### config.mk
export PLATFORM = sky130hd
export DESIGN_NAME = boot_loader
export DESIGN_NICKNAME = d
export VERILOG_FILES = /design/src/rtl/boot_loader.sv
export SDC_FILE = /design/constraint.sdc
export NUM_CORES = 1
export LEC_CHECK = 0
export CELL_PAD_IN_SITES_DETAIL_PLACEMENT = 0
export CELL_PAD_IN_SITES_GLOBAL_PLACEMENT = 1
export CORE_UTILIZATION = 38
export DETAILED_ROUTE_END_ITERATION = 7
export PLACE_DENSITY = 0.79
export SYNTH_ARGS = -nofsm -noshare
export SYNTH_HDL_FRONTEND = slang
export SYNTH_SLANG_ARGS = --single-unit
### constraint.sdc
create_clock -name clk -period 9.1 [get_ports clk]
set_clock_uncertainty 0.1 [all_clocks]
set_input_delay 2.275 -clock clk [delete_from_list [all_inputs] [get_ports clk]]
set_output_delay 2.275 -clock clk [all_outputs]
set_load 0.01 [all_outputs]
### src/rtl/boot_loader.sv
// boot_loader: fills instruction memory from a little-endian byte stream
// (32-bit word count N, then N words) and holds the core in reset until a
// complete, valid image has been written.
//
// Optional feature macro: LOADER_CHECKSUM_EN
//   defined   -> a 4-byte checksum (mod-2**32 sum of the N words) follows the
//                image; a mismatch aborts the load into ERROR.
//   undefined -> no checksum state and no adder; DONE follows the last word.
//
// Ports
//   clk, rst          clock; synchronous active-high reset
//   start_i           begin/restart a load (level, sampled every cycle)
//   byte_valid_i      byte_data_i carries a byte
//   byte_data_i[7:0]  stream byte
//   byte_ready_o      loader accepts a byte this cycle (LEN/DATA/CSUM)
//   imem_we_o         one-cycle write strobe per assembled word
//   imem_waddr_o      word address of the write
//   imem_wdata_o      word to write
//   core_rst_o        core reset, low only in DONE
//   busy_o            load in progress
//   done_o            load completed successfully
//   err_o             load aborted (oversize or checksum mismatch)
module boot_loader #(
    parameter int unsigned ADDR_WIDTH = 10
) (
    input  logic                  clk,
    input  logic                  rst,
    input  logic                  start_i,
    input  logic                  byte_valid_i,
    input  logic [7:0]            byte_data_i,
    output logic                  byte_ready_o,
    output logic                  imem_we_o,
    output logic [ADDR_WIDTH-1:0] imem_waddr_o,
    output logic [31:0]           imem_wdata_o,
    output logic                  core_rst_o,
    output logic                  busy_o,
    output logic                  done_o,
    output logic                  err_o
);

    localparam int unsigned CNT_W    = ADDR_WIDTH + 1;
    localparam logic [32:0] CAPACITY = 33'(1) << ADDR_WIDTH;

`ifdef LOADER_CHECKSUM_EN
    typedef enum logic [2:0] {S_IDLE, S_LEN, S_DATA, S_CSUM, S_DONE, S_ERROR} state_t;
    localparam state_t S_TAIL = S_CSUM;
`else
    typedef enum logic [2:0] {S_IDLE, S_LEN, S_DATA, S_DONE, S_ERROR} state_t;
    localparam state_t S_TAIL = S_DONE;
`endif

    state_t            state_q, state_d;
    logic [1:0]        byte_cnt_q;
    logic [23:0]       shreg_q;
    logic [31:0]       n_q;
    logic [31:0]       word_cnt_q;
    logic [CNT_W-1:0]  addr_q;
`ifdef LOADER_CHECKSUM_EN
    logic [31:0]       csum_q;
`endif

    logic              accept_c;
    logic              word_done_c;
    logic [31:0]       word_c;
    logic              last_word_c;
    logic              clear_c;
    logic              len_done_c;
    logic              data_word_c;
    logic              write_c;

    // A byte arriving together with start_i is dropped.
    assign accept_c    = byte_valid_i && byte_ready_o && !start_i;
    assign word_done_c = accept_c && (byte_cnt_q == 2'd3);
    // Bytes shift in from the top so the 4th byte completes the LSB-first word.
    assign word_c      = {byte_data_i, shreg_q};
    assign last_word_c = ((word_cnt_q + 32'd1) == n_q);

    // State register.
    always_ff @(posedge clk) begin
        if (rst) begin
            state_q <= S_IDLE;
        end else begin
            state_q <= state_d;
        end
    end

    // Next-state and datapath controls.
    always_comb begin
        state_d     = state_q;
        clear_c     = 1'b0;
        len_done_c  = 1'b0;
        data_word_c = 1'b0;
        write_c     = 1'b0;
        if (start_i) begin
            state_d = S_LEN;
            clear_c = 1'b1;
        end else begin
            case (state_q)
                S_LEN: begin
                    if (word_done_c) begin
                        len_done_c = 1'b1;
                        if (word_c == 32'd0) begin
                            state_d = S_TAIL;
                        end else if ({1'b0, word_c} > CAPACITY) begin
                            state_d = S_ERROR;
                        end else begin
                            state_d = S_DATA;
                        end
                    end
                end
                S_DATA: begin
                    if (word_done_c) begin
                        data_word_c = 1'b1;
                        // Address MSB can only be set past capacity; never write there.
                        write_c     = !addr_q[ADDR_WIDTH];
                        if (last_word_c) begin
                            state_d = S_TAIL;
                        end
                    end
                end
`ifdef LOADER_CHECKSUM_EN
                S_CSUM: begin
                    if (word_done_c) begin
                        state_d = (word_c == csum_q) ? S_DONE : S_ERROR;
                    end
                end
`endif
                default: begin
                end
            endcase
        end
    end

    // Byte assembly, counters, memory write port and registered status.
    always_ff @(posedge clk) begin
        if (rst) begin
            byte_cnt_q   <= 2'd0;
            shreg_q      <= 24'd0;
            n_q          <= 32'd0;
            word_cnt_q   <= 32'd0;
            addr_q       <= '0;
`ifdef LOADER_CHECKSUM_EN
            csum_q       <= 32'd0;
`endif
            byte_ready_o <= 1'b0;
            imem_we_o    <= 1'b0;
            imem_waddr_o <= '0;
            imem_wdata_o <= 32'd0;
            core_rst_o   <= 1'b1;
            busy_o       <= 1'b0;
            done_o       <= 1'b0;
            err_o        <= 1'b0;
        end else begin
            imem_we_o <= write_c;
            if (write_c) begin
                imem_waddr_o <= addr_q[ADDR_WIDTH-1:0];
                imem_wdata_o <= word_c;
            end

            if (clear_c) begin
                byte_cnt_q <= 2'd0;
                n_q        <= 32'd0;
                word_cnt_q <= 32'd0;
                addr_q     <= '0;
`ifdef LOADER_CHECKSUM_EN
                csum_q     <= 32'd0;
`endif
            end else if (accept_c) begin
                byte_cnt_q <= byte_cnt_q + 2'd1;
                shreg_q    <= word_c[31:8];
                if (len_done_c) begin
                    n_q <= word_c;
                end
                if (data_word_c) begin
                    word_cnt_q <= word_cnt_q + 32'd1;
                    addr_q     <= addr_q + CNT_W'(1);
`ifdef LOADER_CHECKSUM_EN
                    csum_q     <= csum_q + word_c;
`endif
                end
            end

            byte_ready_o <= (state_d == S_LEN) || (state_d == S_DATA)
`ifdef LOADER_CHECKSUM_EN
                            || (state_d == S_CSUM)
`endif
                            ;
            busy_o       <= (state_d == S_LEN) || (state_d == S_DATA)
`ifdef LOADER_CHECKSUM_EN
                            || (state_d == S_CSUM)
`endif
                            ;
            done_o       <= (state_d == S_DONE);
            err_o        <= (state_d == S_ERROR);
            core_rst_o   <= (state_d != S_DONE);
        end
    end

endmodule

# ---- Yosys cells after proc, flatten, opt, wreduce, memory -nomap -nowiden
# Index checks and enable logic that the tools add are counted.
dict set report word_totals {
  ff_bits 151
  latch_bits 0
  mem_bits_rw 0
  romBits 0
  in_bits 12
  output_inout_bits 48
  word_cells 54
  mem_count 0
}
dict set report op_classes {
  add_sub_neg 3
  mul 0
  div 0
  magnitude_cmp 1
  eq_ne 9
  shift 0
  n_mux 16
  bitwise_logic 1
  reduce_logical 11
}
# operator n
set op_table {}
lappend op_table {{32-bit by 1-bit adder with 32-bit output, second input constant} 1}
lappend op_table {{32-bit == test} 1}
lappend op_table {{32-bit by 11-bit > comparator with 1-bit output, second input constant} 1}
lappend op_table {{32-bit zero test} 1}
lappend op_table {{3-bit two-way mux} 6}
lappend op_table {{11-bit by 1-bit adder with 11-bit output, second input constant} 1}
lappend op_table {{3-bit by 2-bit == test with 1-bit output, second input constant} 3}
lappend op_table {{1-bit two-way mux} 9}
lappend op_table {{3-bit by 1-bit == test with 1-bit output, second input constant} 2}
lappend op_table {{3-bit one-hot mux with 2 select lines} 1}
lappend op_table {{2-bit AND reduction} 3}
lappend op_table {{3-bit == test, second input constant} 1}
lappend op_table {{1-bit logical AND} 3}
lappend op_table {{3-bit by 2-bit inequality test with 1-bit output, second input constant} 1}
lappend op_table {{2-bit by 1-bit adder with 2-bit output, second input constant} 1}
lappend op_table {{2-bit == test, second input constant} 1}
lappend op_table {{1-bit zero test} 2}
lappend op_table {{2-bit OR reduction} 1}
lappend op_table {{1-bit logical OR} 1}
lappend op_table {{1-bit NOT} 1}

# ---- Depth between registers and ports, before layout
# Gate-level depths: netlist of the first run.
dict set report depth {
  depth_word 8
  depth_mapped 11
  depth_no_buf 9
}

# ---- Worst setup path before layout of the first run
# OpenSTA, ideal clock, no wires.
dict set report synth_path {
  kind {input to register}
  startpoint {input port start_i}
  endpoint {register done_o}
  setup_time_ns 0.060
  arrival_ns 4.120
  t_required_ns 8.940
  path_slack_ns 4.820
  stages 8
  n_path_buf 0
  cell_sequence {nand4b_1 nor4b_1 and4_1 and4_1 nor4bb_1 o2111ai_1 o31ai_2 and3_1}
}
dict set report synth_between {
  elab_chain_cells 7
  elab_cells_between_ends 8
  cone_classes {eq/ne (1); mux (4); reduce/logical (3)}
}
# item line
set synth_rtl {}
lappend synth_rtl {{from (decl)} 28} ;# input logic start_i,
lappend synth_rtl {{1-bit zero test} 72} ;# assign accept_c = byte_valid_i && byte_ready_o && !start_i;
lappend synth_rtl {{1-bit logical AND} 72}
lappend synth_rtl {{1-bit logical AND} 73} ;# assign word_done_c = accept_c && (byte_cnt_q == 2'd3);
lappend synth_rtl {{3-bit two-way mux, on equally long branches} {112, 100}}
lappend synth_rtl {{3-bit one-hot mux with 2 select lines} 98} ;# case (state_q)
lappend synth_rtl {{3-bit two-way mux *} 94} ;# if (start_i) begin
lappend synth_rtl {{3-bit by 2-bit == test with 1-bit output *} 193} ;# done_o <= (state_d == S_DONE);
lappend synth_rtl {{to (signal assigned)} 193}
lappend synth_rtl {{to (decl)} 37} ;# output logic done_o,
# Mark *: on every way between the ends. The rest lies on a longest branch, timed or not.
# A chain may end at the register's enable or synchronous reset.

# ---- Worst setup path in the final report of the first run
# Ends and elaborated chain as after synthesis.

==> results.md, run 1 <==
* Status: completed
* Drt drc at 0
* Total power at 1.46 mW
* Total Wirelength at ~18,000 microns
* Worst Hold End: imem_wdata_o[3]
* MaxCap Viol Count at 0
* Cell area after synthesis at 6810 sq um
* Final max-slew violation count at 0
* Hold-critical path depth at 2
* Count of clock tree sinks at 151
* Initial Utilization at 39.1%
* Layout cells sized above 1 at 6.26%
* Max clock buf depth at 2
* Worst vdd ir at 130 uV
* GP Congestion at just over 0.8
* R2R Path End: done_o
* Cts hold-fix bufs at 0
* Achievable Freq at approximately 0.20 GHz
* Die Y at 136 microns
* PostCTS Resize Cnt at 0
* DR vias at ~6,000
* ANT cells at 0
* CP startpoint kind: primary input
* Total core area at 17,400 sq um
* Setup crit end kind: flip-flop
* Fill cells at 1,772
* Post-route minimum period at 4.96 ns
* Cell area after layout at 8170 sq um
* First drt pass iteration count at 5
* Layout Area Growth over Synthesis at 19.8%
* Non-Filler Instances at 1,135
* Die span in x at 136 microns
* Crit path DAT at 5.22 ns
* Hold path startpoint: imem_wdata_o[3]
* Ys Warns at 0
* Final Hold Viols at 0
* DRT antenna net count at 0
* Min-Delay Path Class: reg2reg
* Placement Cell Area at 7520 sq um
* PwrDens at 179 nW/um^2
* Root Buffer: clkbuf_16
* Worst-Margin Slew at around 1.0 ns
* DP HPWL at roughly 12,000 microns
* RSZ-0062 raised after global routing: no
* Final Cycle Share at 54.5%
* Num CTS Buffers at 17
* Initial antenna violation count at 0
* CTS clock-pin slew for the worst setup and hold paths at roughly 0.060 ns
* First-pass GRT wire length at 28,900 microns
* Total gr overflow at 0
* Postcts setup bufs at 0
* TritonCTS clock tree: built
* WP data required at 9.36 ns
* Slew HR at 30.1%
* Top FF cell, synth: dfxtp_1
* Htree depth at 4
* Most common cell after layout, fill and taps aside: nand2_1
* Ys async rst share at 0%
* Largest net degree at the start of global routing at 49
* Synthesis-stage register bit count at 151
* Setup TNS at 0 ns
* Worst setup path category: in2reg
* Vias in the first global route at 5,445
* # IOs at 60
* Syn nets at between 800 and 900
* Fin nets at 912
* Reg2reg start: word_cnt_q[0]
* Placed Cells at 1,103
* Finished Core Util at 46.9%
* Clk_lat worst skew at about 0.42 ns
* Synthesized area per cell at 7.86 sq um
* WL/cell at 15.5 microns
* Post-synth EDFFs at 0
* Port Buffer Count at 59
* Static Leak at 2.67 nW
* Placement Rows at 48
* Mapped Cells at 867
* Synth unique cells at 55
* Most frequent cells in the layout: 232 x nand2_1, 151 x dfxtp_1, 117 x a21oi_1
* Final setup vio count at 0
* Total GRT Usage at 20.0%
* Register-to-register path setup slack at roughly 5.6 ns
* Vias per cell at 5.19
* Iter 0 DRT Violations at 384
* Die Footprint at around 18,000 sq um
* R2R cell count at 9
* Seq/Total Area, Yosys at 44.4%
* Largest fanout on the critical path at 30
==> area by class of cell <==
type	count	area, sq um	area share [%]
clock buffer	20	457	5.59
clock inverter	12	189	2.31
inverter	6	22.5	0.276
multi-input combinational	655	3560	43.5
sequential	151	3020	37.0
tap	225	282	3.45
timing repair buffer	66	638	7.81
==> synth_stat cells (2+ instances only) <==
| master | instances | area, sq um |
|---|---|---|
| inv_1 | 6 | 22.5 |
| nand4b_1 | 2 | 17.5 |
| nor2b_1 | 5 | 31.3 |
| nor3_1 | 19 | 95.1 |
| o211ai_1 | 2 | 15.0 |
| o21ai_0 | 12 | 60.1 |
| or2_2 | 4 | 25.0 |
| nand4_1 | 24 | 150 |
| nand3_1 | 17 | 85.1 |
| clkbuf_1 | 43 | 161 |
| nor2_1 | 57 | 214 |
| nand3b_1 | 2 | 15.0 |
| nor4_4 | 2 | 42.5 |
| a21oi_1 | 117 | 586 |
| buf_2 | 10 | 50.1 |
| nand2_1 | 232 | 871 |
| or4_1 | 5 | 37.5 |
| and3_1 | 8 | 50.1 |
| and4_1 | 6 | 52.6 |
| and2_1 | 4 | 25.0 |
| a22o_1 | 2 | 17.5 |
| a21o_1 | 2 | 15.0 |
| xnor2_1 | 32 | 280 |
| dfxtp_1 | 151 | 3020 |
| o31ai_1 | 3 | 22.5 |
| nor3b_1 | 4 | 30.0 |
| xor2_1 | 42 | 368 |
| nor4_1 | 10 | 62.6 |
| or3_1 | 9 | 56.3 |
| ha_1 | 3 | 37.5 |
| a31oi_1 | 4 | 25.0 |
| nand2b_1 | 4 | 25.0 |
| buf_4 | 2 | 15.0 |
==> registers in the layout, summed over array words and instances (netlist names), 2 cells and up <==
name          count
addr_q           11
byte_cnt_q        2
imem_waddr_o     10
imem_wdata_o     32
n_q              32
shreg_q          24
state_q           3
word_cnt_q       32
==> critical path, cell delays in order <==
cell             delay, ns
clkdlybuf4s50_1       0.50
nand4b_1              0.41
nor4b_2               0.29
buf_4                 0.36
and4_1                0.23
and4_1                0.17
nor4bb_1              0.30
o2111ai_1             0.17
o31ai_2               0.29
and3_1                0.20
==> layer usage <==
layer	part of all wire [%]	wire length (microns)	global-route usage, %
met1	52	9240	29.5
met4	0.59	104	4.63
met3	3.4	599	4.33
met5	0	0	0
met2	44	7680	29.5
==> worst max path at each step <==
stage	cells past startpoint	start	endpoint
final	10	start_i	done_o
after global routing	10	start_i	done_o
after detailed placement	10	start_i	done_o
after global placement	10	start_i	done_o
after floorplan	8	start_i	done_o
after CTS	10	start_i	done_o
==> logic make-up (layout without fill, tap and decap cells) <==
group | Yosys count | after routing | synth area share (%)
AOI/OAI and AO/OA | 155 | 155 | 12.6
and+or+nand+nor | 422 | 422 | 29.1
muxes | 1 | 1 | 0.165
buffers and inverters | 61 | 104 | 3.65
DFF | 151 | 151 | 44.4
xor gates and xnor gates | 74 | 74 | 9.51
adders and majority gates | 3 | 3 | 0.551
==> power by group <==
part | switching, mW | internal [mW]
registers | 0.00274 | 0.663
logic | 0.0194 | 0.00885
clock network | 0.288 | 0.479
==> metrics by stage <==
| step | setup WS [ns] | hold slack [ns] |
|---|---|---|
| final | 4.14 | 0.354 |
| after global routing | 3.91 | 0.371 |
| after CTS | 4.17 | 0.356 |
| after detailed placement | 3.74 | 0.347 |
| after global placement | 3.82 | 0.343 |
| after floorplan | 4.82 | 0.336 |
Power figures use the tool's default switching activity.
==> run 2: changes to the inputs <==
Settings changed: PLACE_DENSITY 0.79 to 0.82.
Clock period 9.1 ns to 4.2 ns, I/O delays scaled along.
==> run 2 against run 1 <==
Routed wire length fell by 1.3%. Critical endpoint unchanged. Critical path type unchanged. Via count decreased by 0.71%. Largest power group unchanged. Total power rose by 110%. Sequential power is 120% higher.
==> results.md, run 2 (same netlist as run 1, synthesis figures left out) <==
* Total Wirelength at 17,400 microns (-1.3%)
* Most frequent cells in the layout: 232 x nand2_1, 151 x dfxtp_1, 117 x a21oi_1
* Total core area at 17,400 sq um (unchanged)
* Largest fanout on the critical path at 7 (-77%)
* Layout Area Growth over Synthesis at 20.3%
* Static Leak at 2.68 nW (+0.43%)
* Setup crit end kind: flip-flop
* CP Cell Sequence: clkdlybuf4s50_1 -> nand4b_1 -> nor4b_2 -> and4_1 -> and4_1 -> nor4bb_1 -> o2111ai_1 -> o31ai_2 -> and3_1
* Total GRT Usage at 19.9% (-0.11 points)
* Worst Setup SP: byte_valid_i
* Setup TNS at 0 ns (unchanged)
* WL/cell at 15.2 microns (-1.8%)
* Port Buffer Count at 59 (unchanged)
* Achievable Freq at 0.297 GHz
* Crit path top cell by count: and4_1
* ANT cells at 0 (unchanged)
* MaxCap Viol Count at 0 (unchanged)
* Min-Delay Path Class: reg2reg
* Total gr overflow at 0 (unchanged)
* Cts hold-fix bufs at 0 (unchanged)
* Non-Filler Instances at 1,141 (+0.53%)
* Drt drc at 0 (unchanged)
* RSZ-0062 raised after global routing: no
* Count of clock tree sinks at 151 (unchanged)
* Reg2reg start: word_cnt_q[1]
* Final max-slew violation count at 0 (unchanged)
* CTS clock-pin slew for the worst setup and hold paths at 0.06 ns (about the same)
* WP data required at 4.46 ns (-4.90 ns)
* Vias per cell at 5.12 (-1.2%)
* Final setup vio count at 0 (unchanged)
* Die span in x at 136 microns (unchanged)
* Crit path DAT at 3.63 ns (-1.59 ns)
* PostCTS Resize Cnt at 0 (unchanged)
* Status: completed
* PwrDens at 378 nW/um^2 (+110%)
* Final Hold Viols at 0 (unchanged)
* Die Footprint at 18,500 sq um (unchanged)
* CP startpoint kind: primary input
* Largest registers: imem_wdata_o (32), n_q (32), word_cnt_q (32)
* R2R Path End: done_o
* Slew HR at 49.2% (+19 points)
* First drt pass iteration count at 5 (unchanged)
* Fin nets at 920 (+0.88%)
* Htree depth at 4 (unchanged)
* Postcts setup bufs at 0 (unchanged)
* Worst path slowest cell: clkdlybuf4s50_1
* Root Buffer: clkbuf_16
* Worst vdd ir at 285 uV (+120%)
* Final Cycle Share at between 80% and 90%
* Register Area at 3020 sq um (unchanged)
* Die Y at 136 microns (unchanged)
* Worst Path Buf+Inv at 1 (-1)
* Vias in the first global route at 5,423 (-0.40%)
* Initial Utilization at 39.1% (unchanged)
* Clk_lat worst skew at 0.42 ns (about the same)
* DRT antenna net count at 0 (unchanged)
* R2R cell count at 10 (+1)
* Largest net degree at the start of global routing at 62 (+27%)
* TritonCTS clock tree: built
* Layout cells sized above 1 at 6.77% (+0.50 points)
* Fill cells at 1,746 (-1.5%)
* DR vias at 5,846 (-0.71%)
* Worst setup path category: in2reg
* Hold-critical path depth at 2 (unchanged)
* Register-to-register path setup slack at 0.88 ns (-4.71 ns)
* # IOs at 60 (unchanged)
* DP HPWL at 12,300 microns (+1.2%)
* Initial antenna violation count at 0 (unchanged)
* Iter 0 DRT Violations at 419 (+9.1%)
* Footprint of the multi-input gates at 3560 sq um (unchanged)
* Most common cell after layout, fill and taps aside: nand2_1
* Worst path top cell family by delay: simple AND/OR/NAND/NOR gates
* Num CTS Buffers at 17 (unchanged)
* GP Congestion at 0.850 (+3.9%)
* Slowest Stage Delay on Critical Path at 0.49 ns (about the same)
* Post-route minimum period at 3.37 ns
* Hold path startpoint: imem_wdata_o[21]
* Placement Rows at 48 (unchanged)
* First-pass GRT wire length at 28,700 microns (-0.86%)
* Worst-Margin Slew at 0.743 ns (-0.303 ns)
* Placed Cells at 1,111 (+0.73%)
* Worst Hold End: imem_wdata_o[21]
* Max clock buf depth at 2 (unchanged)
## run 2: changes by cell type in the layout (fill, tap and decap cells not counted), moves of 2 or more
cell	change
clkbuf_8	-2
clkinv_4	-4
clkinvlp_4	+3
buf_4	+7
## run 2: report_power, final
group,internal [mW],total (mW),leakage [nW],switching (mW)
registers,1.44,1.44,1.22,0.00606
logic,0.0204,0.0620,1.17,0.0417
clock network,0.992,1.60,0.286,0.605
total,2.45,3.10,2.68,0.653
## run 2: worst max-delay path by stage
stage	to	slack, ns	depth (start not counted)
2_1_floorplan	done_o	1.15	8
5_1_grt	done_o	0.52	10
6_report	done_o	0.83	9
3_3_place_gp	done_o	0.42	9
4_1_cts	done_o	0.79	10
3_5_place_dp	done_o	0.38	9
## run 2: layer usage
metal,GRT usage (%),part of all wire (%),vias up
met4,6.60,1.8,0
met5,0,0,-
met1,29.0,51,2690
met3,3.95,4.3,23
li1,-,-,3011
met2,29.1,43,122
## run 2: layout make-up
class / count / share of cell area [%]
timing repair buffer: 74 / 8.67
inverter: 6 / 0.275
tap: 225 / 3.43
clock inverter: 11 / 2.12
sequential: 151 / 36.9
clock buffer: 19 / 5.28
multi-input combinational: 655 / 43.4
## run 2: worst reg2reg max path, delay by kind of cell, from the launching register on
family | cells | cell delay [ns]
xor+xnor | 1 | 0.08
simple gates | 4 | 1.01
fa+ha+maj | 1 | 0.38
compound gates | 3 | 1.23
flops | 1 | 0.31
buf+inv | 1 | 0.15
## run 2: per-stage QoR
step | power (mW) | instance area, sq um | hold WS (ns) | setup slack, ns | utilization (%)
3_3_place_gp | 1.54 | 7590 | 0.342 | 0.418 | 43.6
6_report | 3.10 | 8200 | 0.353 | 0.831 | 47.1
3_5_place_dp | 1.54 | 7590 | 0.347 | 0.378 | 43.6
2_1_floorplan | 1.51 | 6810 | 0.336 | 1.15 | -
4_1_cts | 3.14 | 8200 | 0.354 | 0.792 | 47.1
5_1_grt | 3.20 | 8200 | 0.373 | 0.517 | 47.1
==> run 3: changes to the inputs <==
Clock period 4.2 ns to 3 ns, I/O delays scaled along.
==> run 3 against run 2 <==
Clock-buffer cell count decreased by 2. Largest power group unchanged. Cell count increased by 4.1%. Die area unchanged. Global-route usage increased by 0.54 points. Register-to-register slack got worse by 0.75 ns. Via count increased by 4.8%. Clock power increased by 32%.
==> results.md, run 3 (same netlist as run 1, synthesis figures left out) <==
* Achievable Freq at 0.349 GHz
* Crit path DAT at 3.13 ns (-0.50 ns)
* Largest registers: imem_wdata_o (32), n_q (32), word_cnt_q (32)
* Min-Delay Path Class: reg2reg
* Worst setup path category: reg2reg
* Initial Utilization at 39.1% (unchanged)
* Vias in the first global route at 5,513 (+1.7%)
* Vias per cell at 5.15 (+0.61%)
* Cts hold-fix bufs at 0 (unchanged)
* First-pass GRT wire length at 29,300 microns (+2.3%)
* Total gr overflow at 0 (unchanged)
* Worst hold slack at 0.354 ns (+0.000738 ns)
* Iter 0 DRT Violations at 389 (-7.2%)
* Post-route minimum period at 2.87 ns
* # IOs at 60 (unchanged)
* DR vias at 6,124 (+4.8%)
* PwrDens at 494 nW/um^2 (+30%)
* Placement Rows at 48 (unchanged)
* Largest fanout on the critical path at 6 (-1)
* Status: completed
* Final max-slew violation count at 0 (unchanged)
* MaxCap Viol Count at 0 (unchanged)
* Max clock buf depth at 2 (unchanged)
* Count of clock tree sinks at 151 (unchanged)
* Static Leak at 2.92 nW (+9.0%)
* First drt pass iteration count at 4 (-1)
* DRT antenna net count at 0 (unchanged)
* Most frequent cells in the layout: 231 x nand2_1, 151 x dfxtp_1, 117 x a21oi_1
* Die Footprint at 18,500 sq um (unchanged)
* Total Wirelength at 18,000 microns (+3.6%)
* DP HPWL at 12,500 microns (+1.9%)
* Initial antenna violation count at 0 (unchanged)
* WL/cell at 15.2 microns (-0.53%)
* Setup TNS at 0 ns (unchanged)
* Die span in x at 136 microns (unchanged)
* ANT cells at 0 (unchanged)
* Root Buffer: clkbuf_16
* Final Cycle Share at a little over nine tenths
* Port Buffer Count at 59 (unchanged)
* Layout cells sized above 1 at 11.8% (+5.1 points)
* Clk_lat worst skew at 0.43 ns (about the same)
* Largest net degree at the start of global routing at 78 (+26%)
* Setup crit end kind: flip-flop
* GP Congestion at 0.858 (+0.93%)
* Setup slack after layout at 0.133 ns (-0.698 ns)
* Fin nets at 965 (+4.9%)
* Worst vdd ir at 365 uV (+28%)
* Place WS at -0.225 ns (-0.603 ns)
* TritonCTS clock tree: built
* Num CTS Buffers at 17 (unchanged)
* Die Y at 136 microns (unchanged)
* Slew HR at 69.2% (+20 points)
* Final setup vio count at 0 (unchanged)
* Htree depth at 4 (unchanged)
* Final Hold Viols at 0 (unchanged)
* Worst-Margin Slew at 0.462 ns (-0.281 ns)
* CP startpoint kind: flip-flop
* WP data required at 3.26 ns (-1.20 ns)
* Layout Area Growth over Synthesis at 25.8%
* Total core area at 17,400 sq um (unchanged)
* Drt drc at 0 (unchanged)
* Most common cell after layout, fill and taps aside: nand2_1
* Total GRT Usage at 20.5% (+0.54 points)
* CTS clock-pin slew for the worst setup and hold paths at 0.06 ns (about the same)
==> run 3: cell count changes in the layout (fill, tap and decap cells not counted), sizes merged <==
cell / before / now
buf: 16 / 61
bufinv: 4 / 1
clkbuf: 19 / 17
clkinv: 1 / 2
clkinvlp: 3 / 2
inv: 9 / 16
==> run 3: critical path, cell delays in order, from the launching register on <==
cell,delay [ns]
dfxtp_1,0.41
nand4_4,0.17
nor4_4,0.36
a21oi_2,0.10
or4_1,0.53
a2111oi_2,0.33
nand4b_1,0.29
o31ai_4,0.35
and3_1,0.18
==> run 3: worst paths after layout <==
kind	startpoint	end	slack [ns]	cells after the start
min reg2reg	n_q[22]	n_q[22]	0.35	2
min	n_q[22]	n_q[22]	0.35	2
max	word_cnt_q[6]	done_o	0.13	8
max reg2reg	word_cnt_q[6]	done_o	0.13	8
==> run 3: routing by layer <==
layer,up-vias,track usage (%),share of wire [%]
met5,-,0,0
met3,18,4.18,3.9
li1,3103,-,-
met1,2888,28.9,51
met2,115,30.7,44
met4,0,7.16,1.5
==> run 3: per-stage QoR <==
stage / power (mW) / utilization (%) / area (sq um) / std cells
6_report: 4.23 / 49.2 / 8570 / 1188
5_1_grt: 4.37 / 49.2 / 8570 / 1188
4_1_cts: 4.28 / 49.0 / 8540 / 1186
3_5_place_dp: 2.17 / 45.7 / 7950 / 1154
3_3_place_gp: 2.17 / 45.7 / 7950 / 1154
2_1_floorplan: 2.11 / - / 6810 / 867
==> run 3: power by group <==
group	switching, mW	internal (mW)
Combinational	0.0624	0.0408
Clock	0.930	1.18
Sequential	0.00880	2.01
Total	1.00	3.23
==> run 3: area by class of cell <==
type | count | area, sq um
sequential | 151 | 3020
clock buffer | 17 | 425
fill | 1704 | 8840
clock inverter | 15 | 156
inverter | 6 | 22.5
tap | 225 | 282
multi-input combinational | 655 | 3580
timing repair buffer | 119 | 1090
==> run 3: what timing repair did <==
item / in CTS / in global routing
hold endpoints to repair: 0 / 0
endpoints found under the setup margin: 0 / 4
resized for setup: 0 / 5
buffers inserted: 0 / 2
